[src/rtl/audio_pkg.sv]
`timescale 1ns/1ps
`default_nettype none
// ============================================================================
// Module   : audio_pkg
// Brief    : Shared widths, frame-counter bit map and slot limits for the
//            I2S Pmod audio path.
// Revision : 1.0 - initial release
// ============================================================================
package audio_pkg;

    localparam int SAMPLE_W = 16;
    localparam int CNT_W    = 10;
    localparam int SLOT_W   = 5;
    localparam int IDX_W    = $clog2(SAMPLE_W);

    localparam int MCLK_BIT = 1;
    localparam int SCK_BIT  = 3;
    localparam int LRCK_BIT = 9;
    localparam int SLOT_HI  = 8;
    localparam int SLOT_LO  = 4;

    localparam logic [CNT_W-1:0]  FRAME_LAST = 10'd1023;
    localparam logic [SLOT_W-1:0] MSB_SLOT   = 5'd1;
    localparam logic [SLOT_W-1:0] LSB_SLOT   = 5'd16;

    typedef enum logic {
        CH_LEFT  = 1'b0,
        CH_RIGHT = 1'b1
    } channel_e;

endpackage
`default_nettype wire

[src/rtl/audio_clk_gen.sv]
`timescale 1ns/1ps
`default_nettype none
// ============================================================================
// Module   : audio_clk_gen
// Brief    : Free-running frame counter producing registered I2S clocks and
//            the next-cycle slot/channel decode for data serializers.
// Revision : 1.0 - initial release
// ============================================================================
module audio_clk_gen
    import audio_pkg::*;
(
    input  logic              clk,
    input  logic              rst,
    output logic              mclk,
    output logic              sck,
    output logic              lrck,
    output logic              frame_end,
    output logic [SLOT_W-1:0] slot_next,
    output channel_e          chan_next
);

    logic [CNT_W-1:0] r_cnt;
    logic [CNT_W-1:0] w_cnt_next;
    logic             r_mclk;
    logic             r_sck;
    logic             r_lrck;
    logic             r_frame_end;

    // Every output is decoded from the value the counter is about to take,
    // so clocks and data all move on the same edge as the counter.
    assign w_cnt_next = r_cnt + CNT_W'(1);
    assign slot_next  = w_cnt_next[SLOT_HI:SLOT_LO];
    assign chan_next  = channel_e'(w_cnt_next[LRCK_BIT]);

    always_ff @(posedge clk or negedge rst) begin
        if (!rst) begin
            r_cnt       <= '0;
            r_mclk      <= 1'b0;
            r_sck       <= 1'b0;
            r_lrck      <= 1'b0;
            r_frame_end <= 1'b0;
        end else begin
            r_cnt       <= w_cnt_next;
            r_mclk      <= w_cnt_next[MCLK_BIT];
            r_sck       <= w_cnt_next[SCK_BIT];
            r_lrck      <= w_cnt_next[LRCK_BIT];
            r_frame_end <= (w_cnt_next == FRAME_LAST);
        end
    end

    assign mclk      = r_mclk;
    assign sck       = r_sck;
    assign lrck      = r_lrck;
    assign frame_end = r_frame_end;

endmodule
`default_nettype wire

[src/rtl/speaker_serializer.sv]
`timescale 1ns/1ps
`default_nettype none
// ============================================================================
// Module   : speaker_serializer
// Brief    : Accepts one left/right sample pair per frame and serializes it
//            MSB first, I2S-aligned, onto the Pmod DAC pins.
// Revision : 1.0 - initial release
// ============================================================================
module speaker_serializer
    import audio_pkg::*;
(
    input  logic                clk,
    input  logic                rst,
    input  logic [SAMPLE_W-1:0] audio_left,
    input  logic [SAMPLE_W-1:0] audio_right,
    input  logic                sample_valid,
    input  logic                mute,
    output logic                sample_ready,
    output logic                underrun,
    output logic                audio_mclk,
    output logic                audio_sck,
    output logic                audio_lrck,
    output logic                audio_sdin
);

    logic                w_mclk;
    logic                w_sck;
    logic                w_lrck;
    logic                w_frame_end;
    logic [SLOT_W-1:0]   w_slot_next;
    channel_e            w_chan_next;

    logic [SAMPLE_W-1:0] r_shl;
    logic [SAMPLE_W-1:0] r_shr;
    logic [SAMPLE_W-1:0] w_sel;
    logic [IDX_W-1:0]    w_idx;
    logic                w_in_word;
    logic                w_bit;
    logic                r_sdin;

    audio_clk_gen u_clk_gen (
        .clk       (clk),
        .rst       (rst),
        .mclk      (w_mclk),
        .sck       (w_sck),
        .lrck      (w_lrck),
        .frame_end (w_frame_end),
        .slot_next (w_slot_next),
        .chan_next (w_chan_next)
    );

    // Slot 0 is the one-bit I2S delay; slots past the LSB pad with zeros.
    assign w_sel     = (w_chan_next == CH_RIGHT) ? r_shr : r_shl;
    assign w_in_word = (w_slot_next >= MSB_SLOT) && (w_slot_next <= LSB_SLOT);
    assign w_idx     = IDX_W'(LSB_SLOT - w_slot_next);
    assign w_bit     = w_in_word & w_sel[w_idx];

    always_ff @(posedge clk or negedge rst) begin
        if (!rst) begin
            r_shl  <= '0;
            r_shr  <= '0;
            r_sdin <= 1'b0;
        end else begin
            r_sdin <= w_bit;
            if (w_frame_end) begin
                if (mute) begin
                    r_shl <= '0;
                    r_shr <= '0;
                end else if (sample_valid) begin
                    r_shl <= audio_left;
                    r_shr <= audio_right;
                end
            end
        end
    end

    // Underrun must flag the boundary cycle itself, so it is the registered
    // boundary strobe qualified by the handshake inputs of that cycle.
    assign sample_ready = w_frame_end;
    assign underrun     = w_frame_end & ~sample_valid & ~mute;
    assign audio_mclk   = w_mclk;
    assign audio_sck    = w_sck;
    assign audio_lrck   = w_lrck;
    assign audio_sdin   = r_sdin;

endmodule
`default_nettype wire

[config.mk]
export PLATFORM = sky130hd
export DESIGN_NAME = speaker_serializer
export DESIGN_NICKNAME = d
export VERILOG_FILES = /design/src/rtl/audio_pkg.sv /design/src/rtl/audio_clk_gen.sv /design/src/rtl/speaker_serializer.sv
export SDC_FILE = /design/constraint.sdc
export NUM_CORES = 1
export LEC_CHECK = 0
export ABC_AREA = 1
export BUFFER_PORTS_ARGS = -buffer_cell sky130_fd_sc_hd__buf_4
export CAP_MARGIN = 10
export CORE_ASPECT_RATIO = 2
export CORE_MARGIN = 8
export CORE_UTILIZATION = 50
export DETAILED_ROUTE_END_ITERATION = 7
export GPL_TIMING_DRIVEN = 0
export PLACE_DENSITY = 0.76
export SYNTH_ARGS = -nofsm -noshare
export SYNTH_HDL_FRONTEND = slang
export SYNTH_SLANG_ARGS = --single-unit
[constraint.sdc]
create_clock -name clk -period 1.6 [get_ports clk]
set_input_delay 0.08 -clock clk [delete_from_list [all_inputs] [get_ports clk]]
set_output_delay 0.08 -clock clk [all_outputs]
set_load 0.005 [all_outputs]
After elaboration in Yosys (flattened, before gate mapping)
Cells that the tools add are included.
- add/sub/neg operators: 2
- $mul: 0
- div/mod/pow operators: 0
- order comparisons: 3
- equal/unequal tests: 1
- shift operators: 0
- muxes and demuxes: 7
- bitwise operators: 5
- reduce and logical (&&, ||, !) cells: 3
- operators by type and width (kind ; count):
    2-to-1 mux 16 bit ; 5
    adder 10 x 1 -> 10 bit (second input constant) ; 1
    equality test 10 bit (second input constant) ; 1
    >= comparator 5 x 1 -> 1 bit (second input constant) ; 1
    less-or-equal comparator 5 bit (second input constant) ; 1
    less-than comparator 4 x 5 -> 1 bit (second input constant) ; 1
    binary-select mux 1 bit (select 4 bit) ; 1
    subtractor 1 x 4 -> 4 bit (first input constant) ; 1
    AND 1 bit ; 3
    inverter 1 bit ; 2
    AND reduction 2 bit ; 1
    nonzero test 2 bit ; 1
    logical AND 1 bit ; 1
    2-to-1 mux 1 bit ; 1
- bits in registers: 47
- bits in latches: 0
- bits in writable memories: 0
- ROM bits: 0
- bits of input ports: 36
- output and inout bits: 6
- logic and storage cells: 29
- memories kept: 0

Logic depth before layout (Yosys ltp)
- depth after elaboration: 5
- depth in mapped cells: 16
- depth with buffers taken out: 16

By module
From an unflattened synthesis, not the netlist that was laid out.
- cell total of the unflattened synthesis: 310
- area, all modules: 2442.3 um2
- by module, submodules not included (module ; instances ; cells an instance ; area an instance (um2) ; sequential area each (um2)):
    speaker_serializer ; 1 ; 231 ; 1818.0 ; 825.8
    audio_clk_gen ; 1 ; 79 ; 624.3 ; 275.3

Worst setup path before layout
OpenSTA, ideal clock, no wires.
- path type: reg2reg
- start point: reg u_clk_gen.r_cnt[1]
- end point: reg r_sdin, in the netlist audio_sdin
- library setup time: 0.119 ns
- arrival time: 1.652 ns
- required time: 1.481 ns
- slack: -0.171 ns
- stages on the path, launching flop included: 15
- buffers on the path: 0
- period minus slack after synthesis: 1.771 ns
- cell sequence: dfrtp_1 > ha_1 > nand2_1 > inv_1 > nand2_1 > nand2_1 > nand2_2 > nand3_2 > or2_4 > nand2_1 > inv_1 > nand3_1 > nand3_1 > nand2_1 > nor2_1
- longest elaborated chain between the ends: 5
- elaborated cells on any way between the ends: 9
- those cells by class: add/sub (2); order compare (2); mux (3); bitwise (1); reduce/logical (1)
- ends and longest elaborated chain (what ; line ; RTL):
    from (decl) ; audio_clk_gen.sv:22 ; logic [CNT_W-1:0] r_cnt;
    from (signal assigned) ; audio_clk_gen.sv:43 ; r_cnt <= w_cnt_next;
    adder 10 x 1 -> 10 bit (*) ; audio_clk_gen.sv:31 ; assign w_cnt_next = r_cnt + CNT_W'(1);
    subtractor 1 x 4 -> 4 bit / 2-to-1 mux 16 bit (equally long branches) ; speaker_serializer.sv:55, speaker_serializer.sv:53 ;
    binary-select mux 1 bit (select 4 bit) ; speaker_serializer.sv:56 ; assign w_bit = w_in_word & w_sel[w_idx];
    2-to-1 mux 1 bit (implied by the code) ; speaker_serializer.sv:56 ;
    AND 1 bit (*) ; speaker_serializer.sv:56 ;
    net w_bit ; speaker_serializer.sv:38 ; logic w_bit;
    to (signal assigned) ; speaker_serializer.sv:64 ; r_sdin <= w_bit;
    to (decl) ; speaker_serializer.sv:39 ; logic r_sdin;
The timed path passes the listed nets; every way through them passes the cells marked *. The select of a mux whose other input is x is not followed.
A chain may end at the register's enable or synchronous reset.

Worst setup path after layout
- start point: reg u_clk_gen.r_cnt[0]
- end point: reg r_sdin, in the netlist audio_sdin
Same word-level chain as after synthesis.

==> flow_metrics.py <==
metrics = {
    "cells_and_area": {
        "area_delta_synth_final_pct": 34.7,
        "final_cell_area_mm2": 0.00309,
        "nFillCells": 362,
        "diodes": 0,
        "layout.nets": 392,
        "final_util_pct": 68.5,
        "finalNonFillerCells": 410,
        "drive_above_1_share_pct": 30.4,
    },
    "setup_path": {
        "start_kind": "flop",
        "worstPathRequired_ns": 1.82,
        "cp_max_fo": 8,
        "cp_cell_sequence": "nand3_2 > nor2_4 > buf_6 > nand3_4 > nand2_8 > buf_4 > nand2_1 > nand3_1 > nand3_1 > nand2_2 > nand2_2 > nand3_2 > nand2_1 > nor2_1",
        "slowest_delay_ns": 0.43,
        "critPathSlowestCell": "dfrtp_1",
        "critPathKind": "flop to flop",
        "critPathCaptureType": "flop",
        "worstPathArrival_ns": 2.21,
    },
    "power_and_ir_drop": {
        "p_total_mw": 2.10,
        "leakage_nw": 1.53,
        "vdd_drop_max_mv": 0.579,
        "powerDensity_mw_per_mm2": 680,
    },
    "global_routing": {
        "antenna_found_initial": 0,
        "gr-total-overflow": 0,
        "met1_usage_pct": 20.5,
        "use_met3_pct": 4.32,
        "grt_pass1_vias": 2412,
        "grt_pass1_wl_um": 10800,
        "grt_busiest_layer": "met2",
        "grt_max_degree": 45,
        "gr-usage-all-layers_pct": 18.6,
        "globalRouteMet2Util_pct": 31.5,
    },
    "synthesis": {
        "ys_ff_latch": 44,
        "ys.flop_type": "dfrtp_1",
        "synthArstFlopShare_pct": 100,
        "yosysWarnings": 0,
        "synth_top_area_share_pct": 48.0,
        "avgSynthCellArea_um2": 8.05,
        "synth_edf_count": 0,
        "synth_top_area_cell": "dfrtp_1",
        "ys_types": 27,
        "ys_top_cells_by_count": "nand3_1, nand2_1, dfrtp_1",
        "netlist_area_mm2": 0.00229,
        "seq_area_frac_synth_pct": 48.0,
        "yosysMostFrequentCell": "nand3_1",
        "synth_area_leaders": "dfrtp_1, nand3_1, nand2_1, o21ai_0, inv_1",
        "syn_inst": 285,
        "mappedNetlistNets": 323,
    },
    "outcome": {
        "violations": "negative setup slack",
        "status": "finished with violations",
    },
    "detailed_routing": {
        "drtPass1Iterations": 4,
        "via_count": 2219,
        "drt-wirelength-per-cell_um": 15.5,
        "antenna_left": 0,
        "viasPerCell": 5.41,
        "drt_wl_total_um": 6360,
        "drc_errors": 0,
        "initialDrtViolationCount": 106,
    },
    "timing": {
        "hold_violations": 0,
        "fmax_ghz": 0.505,
        "period_share_pct": 124,
        "worst_hold_slack_ns": 0.00186,
        "fin_skew_ns": 0.00400,
        "tightest_slew_ns": 0.607,
        "finalSetupViolations": 2,
        "slew_violations": 0,
        "relSlewSlack_pct": 59.6,
        "rsz0062_at_grt": "yes",
        "fin_ws_ns": -0.382,
        "tns_ns": -0.560,
        "period_needed_ns": 1.98,
    },
    "floorplan": {
        "placementRows": 35,
        "coreArea_mm2": 0.00451,
        "die_h_um": 112,
        "start_util_pct": 50.9,
        "die_area_mm2": 0.00714,
        "ios": 42,
        "die_w_um": 63.9,
    },
    "place": {
        "dp_cells": 381,
        "routabilityCongestion": 0.912,
        "port_buffers": 41,
        "post_dp_cell_area_mm2": 0.00268,
        "post-place-ws_ns": -0.390,
        "dp_hpwl_um": 4150,
    },
    "cts": {
        "clk_pin_slew_ns": 0.08,
        "clockBufferDepth": 2,
        "cts_tree": "done",
        "clk_latency_ns": 0.30,
        "root_buffer": "clkbuf_8",
        "clkSinkCount": 44,
        "cts_buffers": 5,
        "cts.htree.levels": 2,
    },
    "hold_path": {
        "worstHoldPathType": "input pin to flop",
    },
    "flow_run": {
        "drv_cap": 0,
    },
}
[registers in the layout (all words and copies together), names as in the netlist]
name and count:
u_clk_gen.r_cnt 10, audio_sdin 1, u_clk_gen.frame_end 1, r_shr 16, r_shl 16
[worst max-delay path, delay by kind of cell (launching register included)]
kind	cells	cell delay [ns]
AND/OR/NAND/NOR	12	1.20
flip-flops	1	0.43
buffers and inverters	2	0.28
[power by group]
part / leakage (nW) / internal (mW) / switching [mW]
registers: 0.564 / 1.16 / 0.0217
clock network: 0.0455 / 0.352 / 0.362
logic: 0.922 / 0.102 / 0.105
total: 1.53 / 1.61 / 0.489
[cell families after synthesis]
group	share of synthesized area, %
xor gates and xnor gates	2.62
AOI/OAI and AO/OA	7.20
and+or+nand+nor	33.9
buffers and inverters	7.25
adders and majority gates	1.09
DFF	48.0
[layer usage]
metal | routed length, um | share of wire, %
met1 | 2450 | 39
met2 | 3310 | 52
met3 | 326 | 5.1
met4 | 272 | 4.3
met5 | 0 | 0
[final timing paths]
path                                              start                            to  slack, ns  cells past startpoint
max                        u_clk_gen.r_cnt[0]$_DFF_PN0_          audio_sdin$_DFF_PN0_      -0.38                     14
min                                      audio_right[9]          r_shr[9]$_DFFE_PN0P_      0.002                      3
max reg2reg                u_clk_gen.r_cnt[0]$_DFF_PN0_          audio_sdin$_DFF_PN0_      -0.38                     14
min reg2reg                        r_shl[7]$_DFFE_PN0P_          r_shl[7]$_DFFE_PN0P_       0.52                      2
max in group asynchronous                           rst  u_clk_gen.r_cnt[5]$_DFF_PN0_       0.91                      2
min in group asynchronous                           rst  u_clk_gen.r_cnt[3]$_DFF_PN0_       0.30                      2
[what timing repair did]
| action | 4_1_cts | 5_1_grt |
|---|---|---|
| setup endpoints to repair | 2 | 15 |
| hold buffers | 5 | 0 |
| setup buffers | 13 | 4 |
| hold endpoints to repair | 48 | 0 |
| cloned | 0 | 0 |
| pin swaps | 15 | 8 |
| resized for setup | 20 | 21 |
[cells in the final DEF (no fill, tap or decap), types with 2 or more instances in the layout]
cell type / synthesis / routed
buf_1: 3 / 3
buf_4: 1 / 56
buf_6: 0 / 3
clkbuf_1: 8 / 7
clkbuf_2: 0 / 3
clkbuf_8: 0 / 6
dfrtp_1: 44 / 42
dfrtp_2: 0 / 2
dlygate4sd3_1: 0 / 5
inv_1: 23 / 22
inv_2: 3 / 2
inv_4: 0 / 2
nand2_1: 63 / 52
nand2_2: 4 / 11
nand2_4: 2 / 5
nand3_1: 73 / 71
nand3_2: 2 / 3
nand3_4: 1 / 2
nor2_1: 6 / 5
nor2_2: 2 / 2
nor2_4: 2 / 3
nor3_1: 2 / 2
o21ai_0: 32 / 32
xnor2_1: 2 / 2
xor2_4: 0 / 2
[layout make-up]
| class | count | area, um^2 | area share [%] |
|---|---|---|---|
| Clock buffer | 8 | 90.1 | 2.91 |
| Multi-Input combinational cell | 201 | 1160 | 37.6 |
| Inverter | 26 | 103 | 3.32 |
| Timing Repair Buffer | 63 | 497 | 16.1 |
| Tap cell | 55 | 68.8 | 2.23 |
| Buffer | 13 | 67.6 | 2.19 |
| Sequential cell | 44 | 1100 | 35.7 |
Power figures use the tool's default switching activity.
